### src/rtl/matmul_pkg.sv
// Shared types and constants for the 3x3 matrix multiplier datapath and its stream loader.
package matmul_pkg;

  localparam int unsigned MAT_N     = 3;
  localparam int unsigned MAT_ELEMS = MAT_N * MAT_N;
  localparam int unsigned DATA_W    = 32;

  typedef logic [DATA_W-1:0] mat_elem_t;

  typedef enum logic [1:0] {
    LOAD_A,
    LOAD_B,
    FULL
  } matload_state_t;

endpackage

### src/rtl/matload_idx_ctr.sv
// Mod-9 element index counter with row/column decode for the matrix stream loader.
// clr_i has priority over set1_i, which has priority over en_i.
module matload_idx_ctr
  import matmul_pkg::*;
(
  input  logic       clk_i,
  input  logic       clr_i,
  input  logic       set1_i,
  input  logic       en_i,
  output logic [3:0] idx_o,
  output logic [1:0] row_o,
  output logic [1:0] col_o,
  output logic       last_o
);

  logic [3:0] idx_q, idx_d;

  // Next index: clear, jump to 1 (start-of-frame beat already stored), or wrap-around increment.
  always_comb begin
    idx_d = idx_q;
    if (clr_i) begin
      idx_d = '0;
    end else if (set1_i) begin
      idx_d = 4'd1;
    end else if (en_i) begin
      idx_d = (idx_q == 4'(MAT_ELEMS - 1)) ? '0 : idx_q + 4'd1;
    end
  end

  // Index register; clr_i doubles as the synchronous reset.
  always_ff @(posedge clk_i) begin
    idx_q <= idx_d;
  end

  // Row-major decode of the current index.
  always_comb begin
    row_o  = 2'(idx_q / 4'(MAT_N));
    col_o  = 2'(idx_q % 4'(MAT_N));
    last_o = (idx_q == 4'(MAT_ELEMS - 1));
    idx_o  = idx_q;
  end

endmodule

### src/rtl/matrix_stream_loader.sv
// Assembles a serial valid/ready word stream into 3x3 matrices A then B and holds them
// until the consumer acknowledges.
// Build option: define MATLOAD_B_COLMAJOR_EN to take the B beats in column-major order.
module matrix_stream_loader #(
  parameter int unsigned DATA_W = matmul_pkg::DATA_W,
  parameter int unsigned N      = matmul_pkg::MAT_N
) (
  input  logic                         clk,
  input  logic                         rst,
  input  logic [DATA_W-1:0]            in_data,
  input  logic                         in_valid,
  input  logic                         in_sof,
  output logic                         in_ready,
  output logic [0:2][0:2][DATA_W-1:0]  a_mat,
  output logic [0:2][0:2][DATA_W-1:0]  b_mat,
  output logic                         mat_valid,
  input  logic                         mat_ack,
  output logic                         frame_err
);
  import matmul_pkg::*;

  if (N != MAT_N) begin : gen_bad_n
    $error("matrix_stream_loader: N must be 3");
  end

  matload_state_t state_q, state_d;
  logic [0:2][0:2][DATA_W-1:0] a_q, b_q;
  logic       frame_err_q, err_d;
  logic       accept, sof_beat;
  logic       a_we, b_we;
  logic [3:0] idx;
  logic [1:0] row, col;
  logic [1:0] a_row, a_col, b_row, b_col;
  logic       last;

  assign in_ready = (state_q != FULL) && !rst;
  assign accept   = in_valid && in_ready;
  assign sof_beat = accept && in_sof;

  matload_idx_ctr u_idx_ctr (
    .clk_i  (clk),
    .clr_i  (rst),
    .set1_i (sof_beat),
    .en_i   (accept && !in_sof),
    .idx_o  (idx),
    .row_o  (row),
    .col_o  (col),
    .last_o (last)
  );

  // A start-of-frame beat always lands in A[0][0].
  assign a_row = sof_beat ? 2'd0 : row;
  assign a_col = sof_beat ? 2'd0 : col;

`ifdef MATLOAD_B_COLMAJOR_EN
  assign b_row = col;
  assign b_col = row;
`else
  assign b_row = row;
  assign b_col = col;
`endif

  // Next-state, write enables and protocol error detection.
  always_comb begin
    state_d = state_q;
    err_d   = 1'b0;
    a_we    = 1'b0;
    b_we    = 1'b0;
    if (sof_beat) begin
      state_d = LOAD_A;
      a_we    = 1'b1;
      err_d   = !((state_q == LOAD_A) && (idx == 4'd0));
    end else if (accept) begin
      case (state_q)
        LOAD_A: begin
          a_we = 1'b1;
          if (last) state_d = LOAD_B;
        end
        LOAD_B: begin
          b_we = 1'b1;
          if (last) state_d = FULL;
        end
        default: ;
      endcase
    end else if ((state_q == FULL) && mat_ack) begin
      state_d = LOAD_A;
    end
  end

  // State and error-pulse registers.
  always_ff @(posedge clk) begin
    if (rst) begin
      state_q     <= LOAD_A;
      frame_err_q <= 1'b0;
    end else begin
      state_q     <= state_d;
      frame_err_q <= err_d;
    end
  end

  // Matrix storage; no writes can occur in FULL because in_ready is low there.
  always_ff @(posedge clk) begin
    if (rst) begin
      a_q <= '0;
      b_q <= '0;
    end else begin
      if (a_we) a_q[a_row][a_col] <= in_data;
      if (b_we) b_q[b_row][b_col] <= in_data;
    end
  end

  assign a_mat     = a_q;
  assign b_mat     = b_q;
  assign mat_valid = (state_q == FULL);
  assign frame_err = frame_err_q;

endmodule

### config.mk
export PLATFORM = sky130hd
export DESIGN_NAME = matrix_stream_loader
export DESIGN_NICKNAME = d
export VERILOG_FILES = /design/src/rtl/matmul_pkg.sv /design/src/rtl/matload_idx_ctr.sv /design/src/rtl/matrix_stream_loader.sv
export SDC_FILE = /design/constraint.sdc
export NUM_CORES = 1
export LEC_CHECK = 0
export BUFFER_PORTS_ARGS = -buffer_cell sky130_fd_sc_hd__buf_2
export CORE_MARGIN = 4
export CORE_UTILIZATION = 35
export DETAILED_ROUTE_END_ITERATION = 16
export HOLD_SLACK_MARGIN = 0.12
export PLACE_DENSITY = 0.57
export REMOVE_ABC_BUFFERS = 1
export SETUP_SLACK_MARGIN = 0.5
export SYNTH_ARGS = -nofsm -noshare
export SYNTH_HDL_FRONTEND = slang
export SYNTH_SLANG_ARGS = --single-unit
### constraint.sdc
create_clock -name clk -period 10.2 [get_ports clk]
set_input_delay 1.53 -clock clk [delete_from_list [all_inputs] [get_ports clk]]
set_output_delay 1.53 -clock clk [all_outputs]
set_load 0.03 [all_outputs]
# [After elaboration in Yosys (flattened, before gate mapping)]
# Index checks and enable logic that the tools add are counted.
[word_totals] in_bits=37 wordCells=91 out_inout_bits=579 reg_bits=583
[op_classes] eq_ne=7 div=2 n_bitwise=5 n_addsub=1 n_lt_le_gt_ge=8 n_mux=26 reduce_logical=20
[op_table] cell="288-bit bitwise mux" n=2
[op_table] cell="96-bit demux with 2-bit select" n=2
[op_table] cell="96-bit two-way mux" n=2
[op_table] cell="32-bit demux with 2-bit select" n=2
[op_table] cell="32-bit two-way mux" n=2
[op_table] cell="3-bit >= comparator, second input constant" n=4
[op_table] cell="3-bit by 1-bit less-than comparator with 1-bit output, second input constant" n=4
[op_table] cell="2-bit two-way mux" n=6
[op_table] cell="2-bit inverter with 3-bit output" n=4
[op_table] cell="1-bit logical AND" n=10
[op_table] cell="1-bit two-way mux" n=8
[op_table] cell="3-bit != test, second input constant" n=2
[op_table] cell="4-bit by 1-bit adder with 4-bit output, second input constant" n=1
[op_table] cell="4-bit by 2-bit divider with 4-bit output, second input constant" n=1
[op_table] cell="4-bit == test, second input constant" n=1
[op_table] cell="4-bit logical NOT" n=1
[op_table] cell="4-bit by 2-bit remainder unit with 4-bit output, second input constant" n=1
[op_table] cell="4-bit two-way mux" n=1
[op_table] cell="2-bit one-hot mux with 2 select lines" n=1
[op_table] cell="4-bit AND reduction" n=1
[op_table] cell="2-bit nonzero test" n=2
[op_table] cell="2-bit OR reduction" n=2
[op_table] cell="1-bit logical NOT" n=3
[op_table] cell="3-bit by 1-bit != test with 1-bit output, second input constant" n=1
[op_table] cell="5 further kinds" n=5

# [Longest topological paths before layout]
[logic_depth] word_depth=13 ltp_mapped=17 depth_no_buf=13

# [Cells and area by module]
# A second synthesis with hierarchy kept.
[unflattened] cells_unflattened=2672 area_unflattened_um2=21026.4
[modules_own_cells] module="matrix_stream_loader" cells_per_inst=2632 instances=1 area_per_inst_um2=20673.6 seq_area_each_um2=11591.1
[modules_own_cells] module="matload_idx_ctr" cells_per_inst=40 instances=1 area_per_inst_um2=352.8 seq_area_each_um2=80.1

# [Least setup slack after synthesis]
# OpenSTA, ideal clock, no wires.
[synth_path] path_type="input-to-output" start="input rst" end="output in_ready" required_ps=8670 n_path_buf=3 arrival_time_ps=2553 path_stages=4 setup_slack_ps=6117 path_cell_list="clkbuf_1 clkbuf_1 clkbuf_1 nor2_1"
[synth_via] elab_chain_cells=2
[synth_lines] item="start, declared" line_no="matrix_stream_loader.sv:9" source="input logic rst,"
[synth_lines] item="1-bit logical NOT" line_no="matrix_stream_loader.sv:36" source="assign in_ready = (state_q != FULL) && !rst;"
[synth_lines] item="1-bit logical AND" line_no="matrix_stream_loader.sv:36"
[synth_lines] item="end, declared" line_no="matrix_stream_loader.sv:13" source="output logic in_ready,"
# Every way passes these cells.

# [Final worst setup path]
[layout_path] start="register u_idx_ctr.idx_q[0] (netlist: u_idx_ctr.idx_o[0])" end="register a_q (netlist bit a_mat[120])"
[layout_via] elab_chain_cells=10 word_cells_on_any_way=17 classes_between="div (2); order compare (4); mux (7); bitwise (2); reduce/logical (2)"
[layout_lines] item="start, declared" line_no="matload_idx_ctr.sv:16" source="logic [3:0] idx_q, idx_d;"
[layout_lines] item="start signal, assigned" line_no="matload_idx_ctr.sv:32" source="idx_q <= idx_d;"
[layout_lines] item="4-bit by 2-bit remainder unit with 4-bit output" line_no="matload_idx_ctr.sv:38" source="col_o = 2'(idx_q % 4'(MAT_N));"
[layout_lines] item="2-bit two-way mux" line_no="matrix_stream_loader.sv:53" source="assign a_col = sof_beat ? 2'd0 : col;"
[layout_lines] item="2-bit inverter with 3-bit output (not written as such)" line_no="matrix_stream_loader.sv:107" source="if (a_we) a_q[a_row][a_col] <= in_data;"
[layout_lines] item="3-bit >= comparator (not written as such) / 3-bit by 1-bit less-than comparator with 1-bit output (equally long branches)" line_no="matrix_stream_loader.sv:107"
[layout_lines] item="1-bit logical AND (not written as such)" line_no="matrix_stream_loader.sv:107"
[layout_lines] item="32-bit two-way mux (not written as such)" line_no="matrix_stream_loader.sv:107"
[layout_lines] item="32-bit demux with 2-bit select" line_no="matrix_stream_loader.sv:107"
[layout_lines] item="96-bit two-way mux (not written as such)" line_no="matrix_stream_loader.sv:107"
[layout_lines] item="96-bit demux with 2-bit select *" line_no="matrix_stream_loader.sv:107"
[layout_lines] item="288-bit bitwise mux *" line_no="matrix_stream_loader.sv:107"
[layout_lines] item="end signal, assigned by index" line_no="matrix_stream_loader.sv:107"
[layout_lines] item="end, declared" line_no="matrix_stream_loader.sv:27" source="logic [0:2][0:2][DATA_W-1:0] a_q, b_q;"
# Every way passes the cells marked *; elsewhere a longest branch is shown, timed or not.
# A chain may end at the register's enable or synchronous reset.

==> metrics.yaml <==
critical_path:
  crit_path_frequent_cell: "ha_1"
  cp.required_ns: 10.62
  worst_setup_path_end_kind: "flop"
  max_stage_delay_ns: 1.16
  crit_fanout: 21
  critical_path.reg2reg.startpoint: "u_idx_ctr.idx_o[0]"
  critical_path_class: "flop to flop"
  critPathLaunchType: "flop"
  crit_buf_inv: 3
  family_with_the_most_delay_on_the_worst_path: "simple AND/OR/NAND/NOR gates"
  reg2reg_setup_slack_ns: 5.11
  critPathArrivalTime_ns: 5.51
  critical_path_slowest_stage_cell: "nand4_1"
  ff2ff_path_depth: 11
  worstPathCellList: "inv_1 > ha_1 > nand4b_1 > o211ai_2 > inv_2 > ha_1 > a21o_1 > nand4_1 > buf_4 > nand2_1 > a21oi_1"
  timing.rr.end: "a_mat[120]"
power:
  power.density_cell_area_nw_per_um2: 184
  p_int_mw: 3.86
  p_switching_mw: 1.17
  cellLeakagePower_nw: 11.4
  clock_share_of_power_pct: 49.8
  power.ir.vdd_worst_v: 0.000124
  power_frac_comb_pct: 4.4
  swShare_pct: 23.2
  power_frac_seq_pct: 45.8
cells_and_area:
  multiInputGateArea_um2: 9070
  finalNetCount: 3008
  drive_gt1_share_pct: 25.7
  utilization_pct: 44.9
  seq_area_um2: 11700
  num-fill-cells: 5941
  stdcell_area_um2: 27300
  syn_to_final_growth_pct: 26.1
cts:
  source_to_sink_clock_delay_at_the_later_pin_of_the_worst_skew_pair_ns: 0.60
  htree_num_levels: 3
  numClockSinks: 583
  ctsResizeCount: 0
  max-clock-path-buffers: 3
  clk_pin_slew_ns: 0.06
  postCtsSetupRepairBufs: 0
  numCtsBuffers: 66
  cts_hold_repair_buffers: 0
  clock_tree.root_cell: "clkbuf_16"
  tritoncts: "done"
die:
  die_height_um: 257
  core_um2: 60800
  chipWidth_um: 257
  core.rowCount: 90
  floorplan.initialDensity_pct: 35.6
  top_level_ports: 616
  die_area_um2: 66000
timing:
  timing.setup.tns_ns: 0
  fmaxAchievable_ghz: 0.196
  post-route-min-period_ns: 5.09
  timing.max_slew.rel_slack_pct: 18.6
  finalMaxSlewViolations: 0
  worst_pin_slew_ns: 1.22
  setup_repair_after_global_routing_missed_its_margin: "no"
  post-route-period-util_pct: 49.9
  final-hold-violation-count: 0
  setup-violations-final: 0
  clock-skew-final_ns: 0.0312
  fin_hold_ws_ns: 0.451
job:
  max-cap-violations: 0
synth:
  synthesis.instances: 2485
  yosysSeqAreaShare_pct: 53.9
  syn_std_cell_area_um2: 21700
  ys_dominant_reg_cell: "dfxtp_1"
  ys.warnings.count: 0
  synth_edf_count: 0
  synthDistinctLibCells: 45
  async_reset_ff_share_pct: 0
  syn_avg_cell_area_um2: 8.72
  synth.ff_latch_count: 583
place:
  dp.final_hpwl_mm: 53.9
  portBuffers: 615
  place_area_um2: 25000
  globalplace.congestion: 0.829
drt:
  antenna_violating_nets_post_route: 0
  vias_after_detailed_routing: 19521
  wl_mm: 84.1
  post-route-drc-count: 0
  dr.first_iter.drc_count: 1562
  routedWlPerCell_um: 22.1
  first_drt_pass_iteration_count: 8
  route.detailed.vias_per_inst: 5.14
min_path:
  timing.hold.worst_endpoint: "a_mat[169]"
  hp-class: "flop to flop"
  worst_hold_path.num_cells: 2
  hp-start: "a_mat[169]"
global_route:
  grt_first_pass_wirelength_mm: 123
  grt_use_total_pct: 24.1
  grt_overflow: 0
  maximum_number_of_pins_on_one_net_before_global_route_repair: 215
  grt_antenna_before_repair: 3
  via_count_of_the_first_global_routing_pass: 18624
outcome:
  outcome: "complete, no violations"
==> flip-flops by register name, summed over array words and instances, names as in the netlist <==
register and count:
u_idx_ctr.idx_o 4, b_mat 288, frame_err 1, a_mat 288, state_q 2
==> how the worst max path moves through the flow <==
stage | start | endpoint | slack, ns | cells after the start
final | u_idx_ctr.idx_o[0] | a_mat[120] | 5.11 | 11
after global routing | u_idx_ctr.idx_o[0] | b_mat[241] | 4.88 | 11
after CTS | u_idx_ctr.idx_o[0] | a_mat[120] | 5.13 | 11
after detailed placement | u_idx_ctr.idx_o[0] | a_mat[120] | 5.07 | 11
after global placement | u_idx_ctr.idx_o[0] | a_mat[123] | 5.35 | 11
after floorplan | u_idx_ctr.idx_o[0] | b_mat[32] | 4.07 | 11
==> worst min-delay path, stage by stage, from the launching register on <==
cell	delay (ns)
dfxtp_1	0.30
nand2_1	0.05
a21oi_1	0.05
==> cell usage in the layout, fill, tap and decap left out, types with 3 or more instances in the layout <==
cell,instances
buf_2,614
inv_1,4
nor4_4,3
ha_1,6
clkbuf_16,68
o21ai_0,288
a21oi_1,259
nor2_1,199
nand3b_1,3
nand4_1,5
bufinv_16,7
clkbuf_8,16
nand2b_1,41
clkinv_8,3
nor3_1,6
mux2i_1,193
and3_2,4
or2_2,3
a211oi_4,3
nand3_2,4
clkbuf_1,12
buf_4,23
nand2_1,453
o21ai_1,5
nor2b_1,133
clkinv_2,6
dfxtp_1,583
nand3_1,32
==> synthesized netlist by cell type, types with 2 or more instances <==
library cell / n / share of area [%]
nand4_1: 5 / 0.14
clkbuf_1: 157 / 2.7
nor2b_1: 133 / 3.8
buf_1: 3 / 0.052
o21ai_1: 5 / 0.12
or2_2: 3 / 0.087
inv_1: 4 / 0.069
nor3_1: 7 / 0.16
nand3_1: 36 / 0.83
a21o_1: 3 / 0.10
a211oi_2: 3 / 0.17
o21ai_0: 288 / 6.7
nand3b_1: 3 / 0.10
buf_2: 53 / 1.2
dfxtp_1: 583 / 54
a211oi_1: 2 / 0.069
nor2_1: 199 / 3.4
or3_1: 2 / 0.058
nor4_4: 3 / 0.29
nand2b_1: 41 / 1.2
mux2i_1: 195 / 9.0
nand2_1: 453 / 7.8
ha_1: 6 / 0.35
and3b_1: 2 / 0.081
nor3b_2: 2 / 0.12
and3_1: 4 / 0.12
buf_4: 4 / 0.14
buf_6: 10 / 0.52
a21oi_1: 260 / 6.0
==> metal layers <==
metal | wire length, µm | vias to the layer above | share of wire [%] | GRT usage, %
li1 | - | 9178 | - | -
met1 | 34500 | 9387 | 41 | 30.2
met2 | 39800 | 789 | 47 | 39.8
met3 | 6150 | 167 | 7.3 | 5.50
met4 | 3640 | 0 | 4.3 | 11.1
met5 | 0 | - | 0 | 0
==> metrics by stage <==
stage | power [mW] | worst slack (ns) | cells
detailed placement | 2.57 | 5.07 | 3679
floorplan | 2.43 | 4.07 | 2258
global placement | 2.56 | 5.35 | 3679
finish | 5.02 | 5.11 | 3798
global route | 5.18 | 4.88 | 3798
CTS | 5.07 | 5.13 | 3796
==> power groups by stage <==
stage	Sequential [mW]	Clock, mW	Combinational [mW]
after global routing	2.30	2.65	0.233
final	2.30	2.50	0.220
after CTS	2.30	2.56	0.220
after floorplan	2.37	0	0.0542
after global placement	2.35	0	0.217
after detailed placement	2.35	0	0.220
==> kinds of logic (layout without fill, tap and decap cells) <==
group           Yosys count  in the layout  synth area share [%]
buf+inv                 232            761                  4.74
fa+ha+maj                 6              6                 0.346
other cells               0              2                     0
mux                     196            196                  9.06
simple gates            900            900                  18.6
compound gates          566            566                  13.3
flops                   583            583                  53.9
xor+xnor                  2              2                0.0808
==> layout make-up <==
| type | instances | share of cell area (%) |
|---|---|---|
| Sequential cell | 583 | 42.7 |
| Multi-Input combinational cell | 1670 | 33.2 |
| Timing Repair Buffer | 639 | 12.0 |
| Clock buffer | 96 | 7.20 |
| Tap cell | 782 | 3.58 |
| Clock inverter | 21 | 1.25 |
| Inverter | 5 | 0.0687 |
| Antenna cell | 2 | 0.0183 |
(Power assumes the default switching activity.)
